==> src/rtl/debounce_pkg.sv <==
// Shared constants and helpers for the debounce bank.
// Build option: DEBOUNCE_REPEAT_EN adds per-channel auto-repeat strobes.
package debounce_pkg;

   localparam int DEB_STABLE_CYCLES = 100000;
   localparam int DEB_REPEAT_DELAY  = 50000000;
   localparam int DEB_REPEAT_PERIOD = 10000000;

   typedef enum logic {
      ST_STABLE   = 1'b0,
      ST_COUNTING = 1'b1
   } deb_state_e;

   function automatic int clog2(input int v);
      int r;
      int x;
      r = 0;
      x = v - 1;
      while (x > 0) begin
         r = r + 1;
         x = x >> 1;
      end
      return r;
   endfunction

endpackage

==> src/rtl/debounce_chan.sv <==
// One debounce channel: 2-flop synchroniser, stability FSM, edge pulses.
// Build option: DEBOUNCE_REPEAT_EN adds the auto-repeat counter.
module debounce_chan
   import debounce_pkg::*;
#(
   parameter int STABLE_CYCLES = DEB_STABLE_CYCLES,
   parameter int CNT_W         = 17,
   parameter int REPEAT_DELAY  = DEB_REPEAT_DELAY,
   parameter int REPEAT_PERIOD = DEB_REPEAT_PERIOD
) (
   input  logic clk,
   input  logic rst_n,
   input  logic raw_in,
   output logic clean_out,
   output logic rise_pulse,
   output logic fall_pulse,
   output logic repeat_pulse
);

   logic             r_s1;
   logic             r_s2;
   deb_state_e       r_state;
   logic [CNT_W-1:0] r_cnt;
   logic             r_clean;
   logic             r_rise;
   logic             r_fall;
   logic             w_diff;
   logic             w_done;

   assign w_diff = r_s2 ^ r_clean;
   assign w_done = w_diff && (r_cnt == CNT_W'(STABLE_CYCLES - 1));

   always_ff @(posedge clk or negedge rst_n) begin
      if (!rst_n) begin
         r_s1 <= 1'b0;
         r_s2 <= 1'b0;
      end else begin
         r_s1 <= raw_in;
         r_s2 <= r_s1;
      end
   end

   // Any return to the clean level while counting discards the count.
   always_ff @(posedge clk or negedge rst_n) begin
      if (!rst_n) begin
         r_state <= ST_STABLE;
         r_cnt   <= '0;
         r_clean <= 1'b0;
         r_rise  <= 1'b0;
         r_fall  <= 1'b0;
      end else begin
         r_rise <= 1'b0;
         r_fall <= 1'b0;
         unique case (r_state)
            ST_STABLE: begin
               if (w_done) begin
                  r_clean <= r_s2;
                  r_rise  <= r_s2;
                  r_fall  <= !r_s2;
               end else if (w_diff) begin
                  r_cnt   <= r_cnt + 1'b1;
                  r_state <= ST_COUNTING;
               end
            end
            ST_COUNTING: begin
               if (!w_diff) begin
                  r_cnt   <= '0;
                  r_state <= ST_STABLE;
               end else if (w_done) begin
                  r_clean <= r_s2;
                  r_rise  <= r_s2;
                  r_fall  <= !r_s2;
                  r_cnt   <= '0;
                  r_state <= ST_STABLE;
               end else begin
                  r_cnt <= r_cnt + 1'b1;
               end
            end
            default: begin
               r_cnt   <= '0;
               r_state <= ST_STABLE;
            end
         endcase
      end
   end

   assign clean_out  = r_clean;
   assign rise_pulse = r_rise;
   assign fall_pulse = r_fall;

`ifdef DEBOUNCE_REPEAT_EN
   localparam int RMAX = (REPEAT_DELAY > REPEAT_PERIOD) ?
                         REPEAT_DELAY : REPEAT_PERIOD;
   localparam int RW   = (clog2(RMAX) < 1) ? 1 : clog2(RMAX);

   logic [RW-1:0] r_rcnt;
   logic          r_first;
   logic          r_rep;

   // While high, w_done can only mean a falling update.
   always_ff @(posedge clk or negedge rst_n) begin
      if (!rst_n) begin
         r_rcnt  <= '0;
         r_first <= 1'b1;
         r_rep   <= 1'b0;
      end else if (!r_clean || w_done) begin
         r_rcnt  <= '0;
         r_first <= 1'b1;
         r_rep   <= 1'b0;
      end else begin
         r_rep <= 1'b0;
         if (r_first ? (r_rcnt == RW'(REPEAT_DELAY - 1))
                     : (r_rcnt == RW'(REPEAT_PERIOD - 1))) begin
            r_rep   <= 1'b1;
            r_rcnt  <= '0;
            r_first <= 1'b0;
         end else begin
            r_rcnt <= r_rcnt + 1'b1;
         end
      end
   end

   assign repeat_pulse = r_rep;
`else
   localparam logic REP_TIE = 1'b0 & (REPEAT_DELAY > 0) &
                              (REPEAT_PERIOD > 0);

   assign repeat_pulse = REP_TIE;
`endif

endmodule

==> src/rtl/debounce_bank.sv <==
// Bank of independent debounce channels for buttons and switches.
// Build option: DEBOUNCE_REPEAT_EN enables per-channel auto-repeat.
module debounce_bank
   import debounce_pkg::*;
#(
   parameter int CHANNELS      = 13,
   parameter int STABLE_CYCLES = DEB_STABLE_CYCLES,
   parameter int CNT_W         = 17,
   parameter int REPEAT_DELAY  = DEB_REPEAT_DELAY,
   parameter int REPEAT_PERIOD = DEB_REPEAT_PERIOD
) (
   input  logic                clk,
   input  logic                rst_n,
   input  logic [CHANNELS-1:0] raw_in,
   output logic [CHANNELS-1:0] clean_out,
   output logic [CHANNELS-1:0] rise_pulse,
   output logic [CHANNELS-1:0] fall_pulse,
   output logic [CHANNELS-1:0] repeat_pulse
);

   for (genvar g = 0; g < CHANNELS; g++) begin : g_chan
      debounce_chan #(
         .STABLE_CYCLES (STABLE_CYCLES),
         .CNT_W         (CNT_W),
         .REPEAT_DELAY  (REPEAT_DELAY),
         .REPEAT_PERIOD (REPEAT_PERIOD)
      ) u_chan (
         .clk          (clk),
         .rst_n        (rst_n),
         .raw_in       (raw_in[g]),
         .clean_out    (clean_out[g]),
         .rise_pulse   (rise_pulse[g]),
         .fall_pulse   (fall_pulse[g]),
         .repeat_pulse (repeat_pulse[g])
      );
   end

endmodule

==> config.mk <==
export PLATFORM = sky130hd
export DESIGN_NAME = debounce_bank
export DESIGN_NICKNAME = d
export VERILOG_FILES = /design/src/rtl/debounce_pkg.sv /design/src/rtl/debounce_chan.sv /design/src/rtl/debounce_bank.sv
export SDC_FILE = /design/constraint.sdc
export NUM_CORES = 1
export LEC_CHECK = 0
export CAP_MARGIN = 20
export CORE_ASPECT_RATIO = 1.4
export CORE_UTILIZATION = 40
export DETAILED_ROUTE_END_ITERATION = 8
export HOLD_SLACK_MARGIN = 0.05
export PLACE_DENSITY = 0.54
export RECOVER_POWER = 50
export SETUP_SLACK_MARGIN = 0.5
export SLEW_MARGIN = 25
export SYNTH_ARGS = -nofsm -noshare
export SYNTH_HDL_FRONTEND = slang
export SYNTH_SLANG_ARGS = --single-unit
export TNS_END_PERCENT = 5
==> constraint.sdc <==
create_clock -name clk -period 4.4 [get_ports clk]
set_clock_uncertainty 0.1 [all_clocks]
set_input_delay 0.88 -clock clk [delete_from_list [all_inputs] [get_ports clk]]
set_output_delay 0.88 -clock clk [all_outputs]
set_load 0.005 [all_outputs]
* Yosys cells after proc, flatten, opt, wreduce, memory -nomap -nowiden
Index checks and enable logic that the tools add are counted.
** Storage, ports and cells
- Bits in latches :: 0
- Bits in read-only memories :: 0
- Output and inout port bits :: 52
- Bits in writable memories :: 0
- Bits of input ports :: 15
- Memories :: 0
- Register bits after elaboration :: 299
** Operators by class
- Muxes and demuxes :: 247
- Multiply operators :: 0
- Magnitude comparators :: 0
- Bitwise gates (word level) :: 26
- Equality and inequality tests :: 52
- Reduce and logical (&&, ||, !) cells :: 39
- $add $sub $neg :: 13
- Div/mod/pow operators :: 0
- Shift operators :: 0
** Operator list (number)
- $mux 17 :: 52
- $pmux 17 s2 :: 13
- $add 17x1->17 const B :: 13
- $eq 17x17->1 const B :: 13
- $mux 1 :: 130
- $pmux 1 s2 :: 52
- $ne 2x2->1 const B :: 26
- $ne 2x1->1 const B :: 13
- $reduce_and 2->1 :: 13
- $logic_and 1x1->1 :: 13
- $logic_not 1->1 :: 13
- $not 1->1 :: 13
- $xor 1x1->1 :: 13

* Depth between registers and ports, before layout
Gate-level depths: netlist (run 1).
- Word-level depth :: 5
- Depth in mapped cells :: 9

* Cells and area by module
From an unflattened synthesis (run 1), not the netlist that was laid out.
** Unflattened totals
- Cells, all modules :: 1681
- Area, all modules :: 16694.8 µm²
** Modules (own cells, without submodules)
- debounce_chan (g_chan[0].u_chan ...) :: instances 10, area an instance 1281.2 µm², seq. area each 575.6 µm², cells an instance 129
- debounce_chan (g_chan[8].u_chan) :: instances 1, area an instance 1382.6 µm², seq. area each 575.6 µm², cells an instance 134
- debounce_chan (g_chan[9].u_chan) :: instances 1, area an instance 1272.5 µm², seq. area each 575.6 µm², cells an instance 131
- debounce_chan (g_chan[1].u_chan) :: instances 1, area an instance 1227.4 µm², seq. area each 575.6 µm², cells an instance 126

* Worst setup path before layout (run 1)
Ideal clock, no wire load.
- Kind :: register to register
- From :: register g_chan[7].u_chan.r_cnt[0]
- To :: register g_chan[7].u_chan.r_cnt[10]
- Period minus slack after synthesis :: 2.288 ns
- Setup time :: 0.124 ns
- Path buffers :: 1
- Setup slack :: 2.112 ns
- Cell stages (with the launch flop) :: 8
- Required time :: 4.176 ns
- Arrival :: 2.064 ns
- Path through :: dfrtp_1 -> ha_1 -> nand3_1 -> or4_1 -> o21ai_2 -> clkbuf_1 -> nor3_1 -> a211o_1
** Between the ends
- Word-level cells in the longest chain between the ends :: 5
- Elaborated cells between the ends (all ways) :: 10
- Those cells by class :: add/sub (1); eq/ne (2); mux (5); reduce/logical (2)
** RTL lines
- from (decl) :: line debounce_chan.sv:23 : logic [CNT_W-1:0] r_cnt;
- from (signal assigned) :: line debounce_chan.sv:61 : r_cnt <= r_cnt + 1'b1;
- from (signal assigned) :: line debounce_chan.sv:76 : r_cnt <= r_cnt + 1'b1;
- branches (longest 5 deep; another with $add 17x1->17)
Parallel ways; which one is timed is not known. The select of a mux whose other input is x is not followed.
A chain may end at the register's enable or synchronous reset.

* Worst setup path after layout (run 1)
- From :: register g_chan[6].u_chan.r_cnt[11]
- To :: register g_chan[6].u_chan.r_cnt[13]
** Between the ends
- Word-level cells in the longest chain between the ends :: 5
- Elaborated cells between the ends (all ways) :: 10
- Those cells by class :: add/sub (1); eq/ne (2); mux (5); reduce/logical (2)
** RTL lines (line)
- from (decl) :: debounce_chan.sv:23
- from (signal assigned) :: debounce_chan.sv:61
- from (signal assigned) :: debounce_chan.sv:76
- branches (longest 5 deep; another with $add 17x1->17)
Parallel ways; which one is timed is not known. The select of a mux whose other input is x is not followed.

==> impl_metrics.csv, run 1 <==
group,metric,value,unit
outcome,violations,"capacitance limit, slew limit",
worst_hold_path,whs_path_depth,0,
logic_synthesis,yosysSeqAreaShare,48.22,%
global_routing,grtUsageTotal,16.47,%
sta,setup_violations,0,
clocking,path_clk_slew,60,ps
placement,post-place-ws,1206,ps
route,wl_per_cell,14.76,µm
critical_path,critPathLaunch,"g_chan[6].u_chan.r_cnt[11]$_DFFE_PN0P_",
cells_and_area,fin_nets,1658,
critical_path,r2r_start,"g_chan[6].u_chan.r_cnt[11]$_DFFE_PN0P_",
floorplanning,rows,85,
logic_synthesis,synth_ff_type,"dfrtp_1",
critical_path,cp_data_arrival_time,3550,ps
floorplanning,fp.dieH,235.0,µm
global_routing,grt_pass1_wl,55520,µm
clocking,cts_made_buffers,34,
floorplanning,die_area,39600,µm²
worst_hold_path,holdPathEnd,"g_chan[0].u_chan.r_s2$_DFF_PN0_",
logic_synthesis,synthTopCellsByCount,"dfrtp_1 (299), nand2_1 (156), nand3_1 (128)",
floorplanning,dieWidth,168.5,µm
cells_and_area,drive_above_1_share,7.748,%
sta,maxSlewViolCount,97,
global_routing,globalRoute.totalOverflow,0,
clocking,clk_latency,520,ps
outcome,status,"finished with violations",
logic_synthesis,async_flop_share,100.0,%
sta,max_slew.worst_pin.slew,2562,ps
critical_path,path_class,"reg2reg",
logic_synthesis,synth_seq_cells,299,
power,power.density,353.3,nW/µm²
clocking,cts_tree,"done",
global_routing,grt_start_max_net_pins,99,
logic_synthesis,yosysMostFrequentCell,"dfrtp_1",
sta,max-slew-margin-rel,-70.79,%
clocking,post_cts_buffers,0,
clocking,cts_sinks,299,
floorplanning,io_pins,67,
critical_path,worst-r2r-setup-slack,1190,ps
power,power_leakage,7.851,nW
global_routing,grt_pass1_vias,11580,
critical_path,startpoint_type,"flip-flop",
critical_path,crit_path_end_kind,"flip-flop",
logic_synthesis,ys_types,72,
placement,gp_congestion,0.8113,
placement,hpwl,21210,µm
cells_and_area,num_antenna_cells,0,
clocking,clk_path_buf_depth,3,
flow_run,drv_cap,1,
cells_and_area,multiInputGateArea,7316,µm²
route,drt_iter0_drc,684,
cells_and_area,ff_latch_area,7482,µm²
worst_hold_path,hp-class,"reg2reg",
sta,fmax,311.9,MHz
sta,min_period,3207,ps
critical_path,r2r_cells,7,
logic_synthesis,synthTopCellsByArea,"dfrtp_1 (48%), nand3_1 (4.1%), nand2_1 (3.8%)",
global_routing,antenna_found_initial,0,
clocking,holdBufCountCts,0,
logic_synthesis,avgSynthCellArea,9.602,µm²
clocking,cts_resized,0,
route,finalWirelength,32090,µm
sta,grt_setup_unrepaired,"false",
cells_and_area,final_util,45.29,%
critical_path,cp.required,4750,ps
logic_synthesis,synth_edf_count,0,
route,drt_pass1_iterations,5,
clocking,h-tree-depth,2,
clocking,clockRootBuffer,"clkbuf_16",
sta,hold_viol,0,
route,vias_per_cell,5.547,
placement,port_buffers,53,
sta,tns,0,ps
critical_path,rr_endpoint,"g_chan[6].u_chan.r_cnt[13]$_DFFE_PN0P_",
floorplanning,coreArea,38390,µm²
cells_and_area,final.fill_count,3637,
worst_hold_path,hold_path_startpoint,"g_chan[0].u_chan.r_s1$_DFF_PN0_",
critical_path,worstPathMaxFanout,26,
route,drcViolationCount,0,
logic_synthesis,syn-instance-count,1616,
sta,setup_slack,1193,ps
power,ir_drop,0.2397,mV
logic_synthesis,synth.cell_area,15520,µm²
floorplanning,initial_core_util,40.42,%
route,ant_nets,0,
sta,finalCritPeriodShare,72.88,%
cells_and_area,syn2layout_area_growth,12.05,%
power,fin_total_pwr,6.142,mW
logic_synthesis,ys_warn_count,0,
logic_synthesis,synth_top_area_share,48.22,%
route,via_count,12060,
logic_synthesis,yosysTopAreaCell,"dfrtp_1",
## power breakdown
part | internal, mW | switching [mW] | total, mW
registers | 2.85 | 0.109 | 2.96
logic | 0.131 | 0.230 | 0.361
clock network | 1.71 | 1.11 | 2.82
total | 4.69 | 1.45 | 6.14
## cell type report
cell class,count,area share [%]
Timing Repair Buffer,68,3.756
Inverter,48,1.036
Tap cell,522,3.756
Clock buffer,51,5.857
Multi-Input combinational cell,1179,42.07
Clock inverter,7,0.4893
Sequential cell,299,43.03
## worst max-delay path by stage
stage                                        endpoint  slack (ps)
2_1_floorplan  g_chan[7].u_chan.r_cnt[10]$_DFFE_PN0P_        2110
3_3_place_gp   g_chan[8].u_chan.r_cnt[14]$_DFFE_PN0P_        1390
3_5_place_dp    g_chan[8].u_chan.r_cnt[8]$_DFFE_PN0P_        1210
4_1_cts        g_chan[8].u_chan.r_cnt[14]$_DFFE_PN0P_        1200
5_1_grt               g_chan[4].u_chan.r_s2$_DFF_PN0_         800
6_report       g_chan[6].u_chan.r_cnt[13]$_DFFE_PN0P_        1190
## stage by stage
stage          hold slack [ps]  cells  area (µm²)
3_3_place_gp             232.7   2116       16290
3_5_place_dp             235.5   2116       16300
5_1_grt                  263.2   2174       17390
6_report                 247.6   2174       17390
2_1_floorplan            231.2   1628       15560
4_1_cts                  251.8   2174       17410
## per-layer routing
metal | track usage, % | part of all wire (%)
met1 | 21.24 | 46
met2 | 28.14 | 49
met3 | 2.695 | 3.1
met4 | 5.096 | 2.0
met5 | 0 | 0
## placed cells by master, fill, tap and decap left out, types with 6 or more instances in the layout
| cell | count |
|---|---|
| mux2i_1 | 30 |
| a21oi_1 | 28 |
| ha_1 | 13 |
| dlygate4sd3_1 | 13 |
| and4_1 | 19 |
| nor4_1 | 27 |
| a211o_1 | 44 |
| nand2b_1 | 12 |
| nand4b_1 | 6 |
| and2_1 | 13 |
| buf_4 | 10 |
| nor3_1 | 76 |
| o31ai_1 | 14 |
| nand4_1 | 41 |
| xor2_1 | 18 |
| a31oi_1 | 23 |
| o21ai_0 | 95 |
| nand3_1 | 128 |
| or2_2 | 14 |
| clkbuf_1 | 12 |
| clkbuf_16 | 37 |
| nor3b_1 | 37 |
| nor4b_1 | 8 |
| nor2_1 | 88 |
| o21ai_1 | 25 |
| mux2_2 | 30 |
| a22o_1 | 12 |
| and3_1 | 80 |
| dfrtp_1 | 299 |
| conb_1 | 13 |
| nand2_1 | 156 |
| a221o_1 | 24 |
| a41oi_1 | 6 |
| or3_1 | 13 |
| a21o_1 | 11 |
| clkdlybuf4s50_1 | 39 |
| inv_1 | 43 |
## kinds of logic (layout without fill, tap and decap cells)
logic type      after synthesis  after routing  synth area share [%]
other cells                   1             13               0.02417
buf+inv                     150            174                 5.104
flops                       299            299                 48.22
mux                          60             60                 4.112
simple gates                757            757                 26.48
compound gates              313            313                 13.72
fa+ha+maj                    13             13                 1.048
xor+xnor                     23             23                 1.298
## worst max-delay path, stage by stage (launching register included)
cell and delay [ps]:
dfrtp_1 430, nor4b_1 400, nand3_1 140, o21ai_0 160, clkbuf_1 500, inv_1 530
nor2_1 600, a221o_1 250
## state kept, by name, indices dropped and copies added, names as in the netlist
| signal | count |
|---|---|
| g_chan.u_chan.r_cnt | 221 |
| g_chan.u_chan.fall_pulse | 13 |
| g_chan.u_chan.rise_pulse | 13 |
| g_chan.u_chan.clean_out | 13 |
| g_chan.u_chan.r_s2 | 13 |
| g_chan.u_chan.r_state | 13 |
| g_chan.u_chan.r_s1 | 13 |
Power figures use the tool's default switching activity.
==> run 2: changes to the inputs <==
clock period = 3 ns   (was 4.4 ns; I/O delays follow)
==> impl_metrics.csv, run 2 (synthesis gave the netlist of run 1 again) <==
group,metric,value,unit
outcome,status,"finished clean",
clocking,clockRootBuffer,"clkbuf_16",
critical_path,worstPathMaxFanout,25,
sta,maxSlewViolCount,0,
worst_hold_path,hp-class,"reg2reg",
cells_and_area,drive_above_1_share,9.102,%
route,drt_iter0_drc,579,
floorplanning,coreArea,38390,µm²
route,ant_nets,0,
power,power_leakage,7.972,nW
sta,grt_setup_unrepaired,"true",
critical_path,path_delay_family,"buffers and inverters",
cells_and_area,layout_common_cells,"dfrtp_1 (299), nand2_1 (156), nand3_1 (128), o21ai_0 (96), nor2_1 (86)",
global_routing,grtUsageTotal,16.87,%
critical_path,cp_data_arrival_time,2750,ps
critical_path,worst_path_largest_cell_delay,550,ps
placement,hpwl,21490,µm
global_routing,grt_pass1_wl,56640,µm
cells_and_area,syn2layout_area_growth,13.52,%
clocking,cts_sinks,299,
clocking,clk_path_buf_depth,3,
cells_and_area,largest_reg_flops,221,
cells_and_area,multiInputGateArea,7335,µm²
flow_run,drv_cap,0,
placement,post-place-ws,399.0,ps
critical_path,startpoint_type,"flip-flop",
global_routing,antenna_found_initial,0,
sta,setup_slack,550.4,ps
sta,max_slew.worst_pin.slew,1136,ps
sta,max-slew-margin-rel,24.29,%
placement,port_buffers,53,
sta,hold_viol,0,
sta,fmax,408.2,MHz
route,via_count,12080,
route,drcViolationCount,0,
route,drt_pass1_iterations,4,
floorplanning,rows,85,
power,power.density,526.5,nW/µm²
floorplanning,initial_core_util,40.42,%
global_routing,globalRoute.totalOverflow,0,
floorplanning,dieWidth,168.5,µm
critical_path,worst_path_max_delay_cell,"inv_1",
placement,gp_congestion,0.8128,
sta,finalCritPeriodShare,81.65,%
clocking,path_clk_slew,60,ps
global_routing,grt_pass1_vias,11730,
power,ir_drop,0.3703,mV
floorplanning,die_area,39600,µm²
clocking,clk_latency,520,ps
critical_path,path_class,"reg2reg",
global_routing,grt_start_max_net_pins,75,
clocking,cts_made_buffers,35,
clocking,h-tree-depth,2,
sta,tns,0,ps
critical_path,crit_path_end_kind,"flip-flop",
floorplanning,fp.dieH,235.0,µm
cells_and_area,ff_latch_area,7482,µm²
route,wl_per_cell,14.94,µm
floorplanning,io_pins,67,
route,finalWirelength,32760,µm
critical_path,worst-path-buf-inv,1,
cells_and_area,fin_nets,1674,
critical_path,path_cells,"ha_1 -> and3_1 -> nand3_1 -> o21ai_0 -> inv_1 -> nor2_1 -> a221o_1",
cells_and_area,num_antenna_cells,0,
cells_and_area,final.fill_count,3677,
cells_and_area,largest_register,"g_chan.u_chan.r_cnt",
clocking,cts_tree,"done",
cells_and_area,mostFrequentLayoutCell,"dfrtp_1",
critical_path,cp.required,3300,ps
sta,setup_violations,0,
sta,min_period,2450,ps
route,vias_per_cell,5.513,
[run 2: layout make-up]
| type | instances | share of cell area [%] |
|---|---|---|
| Clock inverter | 7 | 0.6464 |
| Sequential cell | 299 | 42.47 |
| Timing Repair Buffer | 83 | 4.439 |
| Tap cell | 522 | 3.708 |
| Inverter | 48 | 1.023 |
| Multi-Input combinational cell | 1179 | 41.64 |
| Clock buffer | 54 | 6.073 |
[run 2: through the flow]
stage          utilization [%]  area (µm²)  hold slack, ps  instances  total power, mW
6_report                 45.88       17620           241.4       2192            9.274
3_5_place_dp             42.76       16420           234.7       2129            4.986
4_1_cts                  45.87       17610           244.5       2191            9.463
3_3_place_gp             42.73       16400           232.5       2129            4.968
2_1_floorplan                -       15560           204.4       1628            4.740
5_1_grt                  45.88       17620           245.0       2192            9.715
[run 2: worst register-to-register path: cells and delay by family (launching register included)]
kind,cells,cell delay [ps]
buffers and inverters,1,550
AND/OR/NAND/NOR,3,540
AO/OA/AOI/OAI,2,490
flip-flops,1,400
adder cells (fa/ha/maj),1,240
[run 2: path summary, 6_finish.rpt]
| kind | start | endpoint | slack (ps) | depth (start not counted) |
|---|---|---|---|---|
| min in group asynchronous | rst_n | g_chan[12].u_chan.r_cnt[12]$_DFFE_PN0P_ | 550 | 2 |
| max | g_chan[3].u_chan.r_cnt[0]$_DFFE_PN0P_ | g_chan[3].u_chan.r_cnt[12]$_DFFE_PN0P_ | 550 | 7 |
| max reg2reg | g_chan[3].u_chan.r_cnt[0]$_DFFE_PN0P_ | g_chan[3].u_chan.r_cnt[12]$_DFFE_PN0P_ | 550 | 7 |
| min reg2reg | g_chan[12].u_chan.r_s1$_DFF_PN0_ | g_chan[12].u_chan.r_s2$_DFF_PN0_ | 240 | 0 |
| max in group asynchronous | rst_n | g_chan[9].u_chan.r_cnt[7]$_DFFE_PN0P_ | 770 | 3 |
| min | g_chan[12].u_chan.r_s1$_DFF_PN0_ | g_chan[12].u_chan.r_s2$_DFF_PN0_ | 240 | 0 |
[run 2: per-layer routing]
| layer | part of all wire [%] | routed length (µm) | GRT usage, % | up-vias |
|---|---|---|---|---|
| li1 | - | - | - | 6009 |
| met1 | 46 | 14950 | 21.35 | 5899 |
| met2 | 50 | 16290 | 29.59 | 133 |
| met3 | 2.6 | 862 | 2.459 | 43 |
| met4 | 2.0 | 655 | 5.014 | 0 |
| met5 | 0 | 0 | 0 | - |
[run 2: repair_timing]
item	CTS	global route
hold endpoints to repair	69	0
gates resized for setup	1	6
setup endpoints to repair	25	98
hold buffers	1	0
pin swaps	0	2
setup buffers	0	1
[run 2: report_power, final]
group | internal, mW | switching (mW) | leakage, nW
Combinational | 0.207 | 0.347 | 3.35
Sequential | 4.18 | 0.161 | 4.04
Clock | 2.71 | 1.67 | 0.583
Total | 7.10 | 2.18 | 7.97
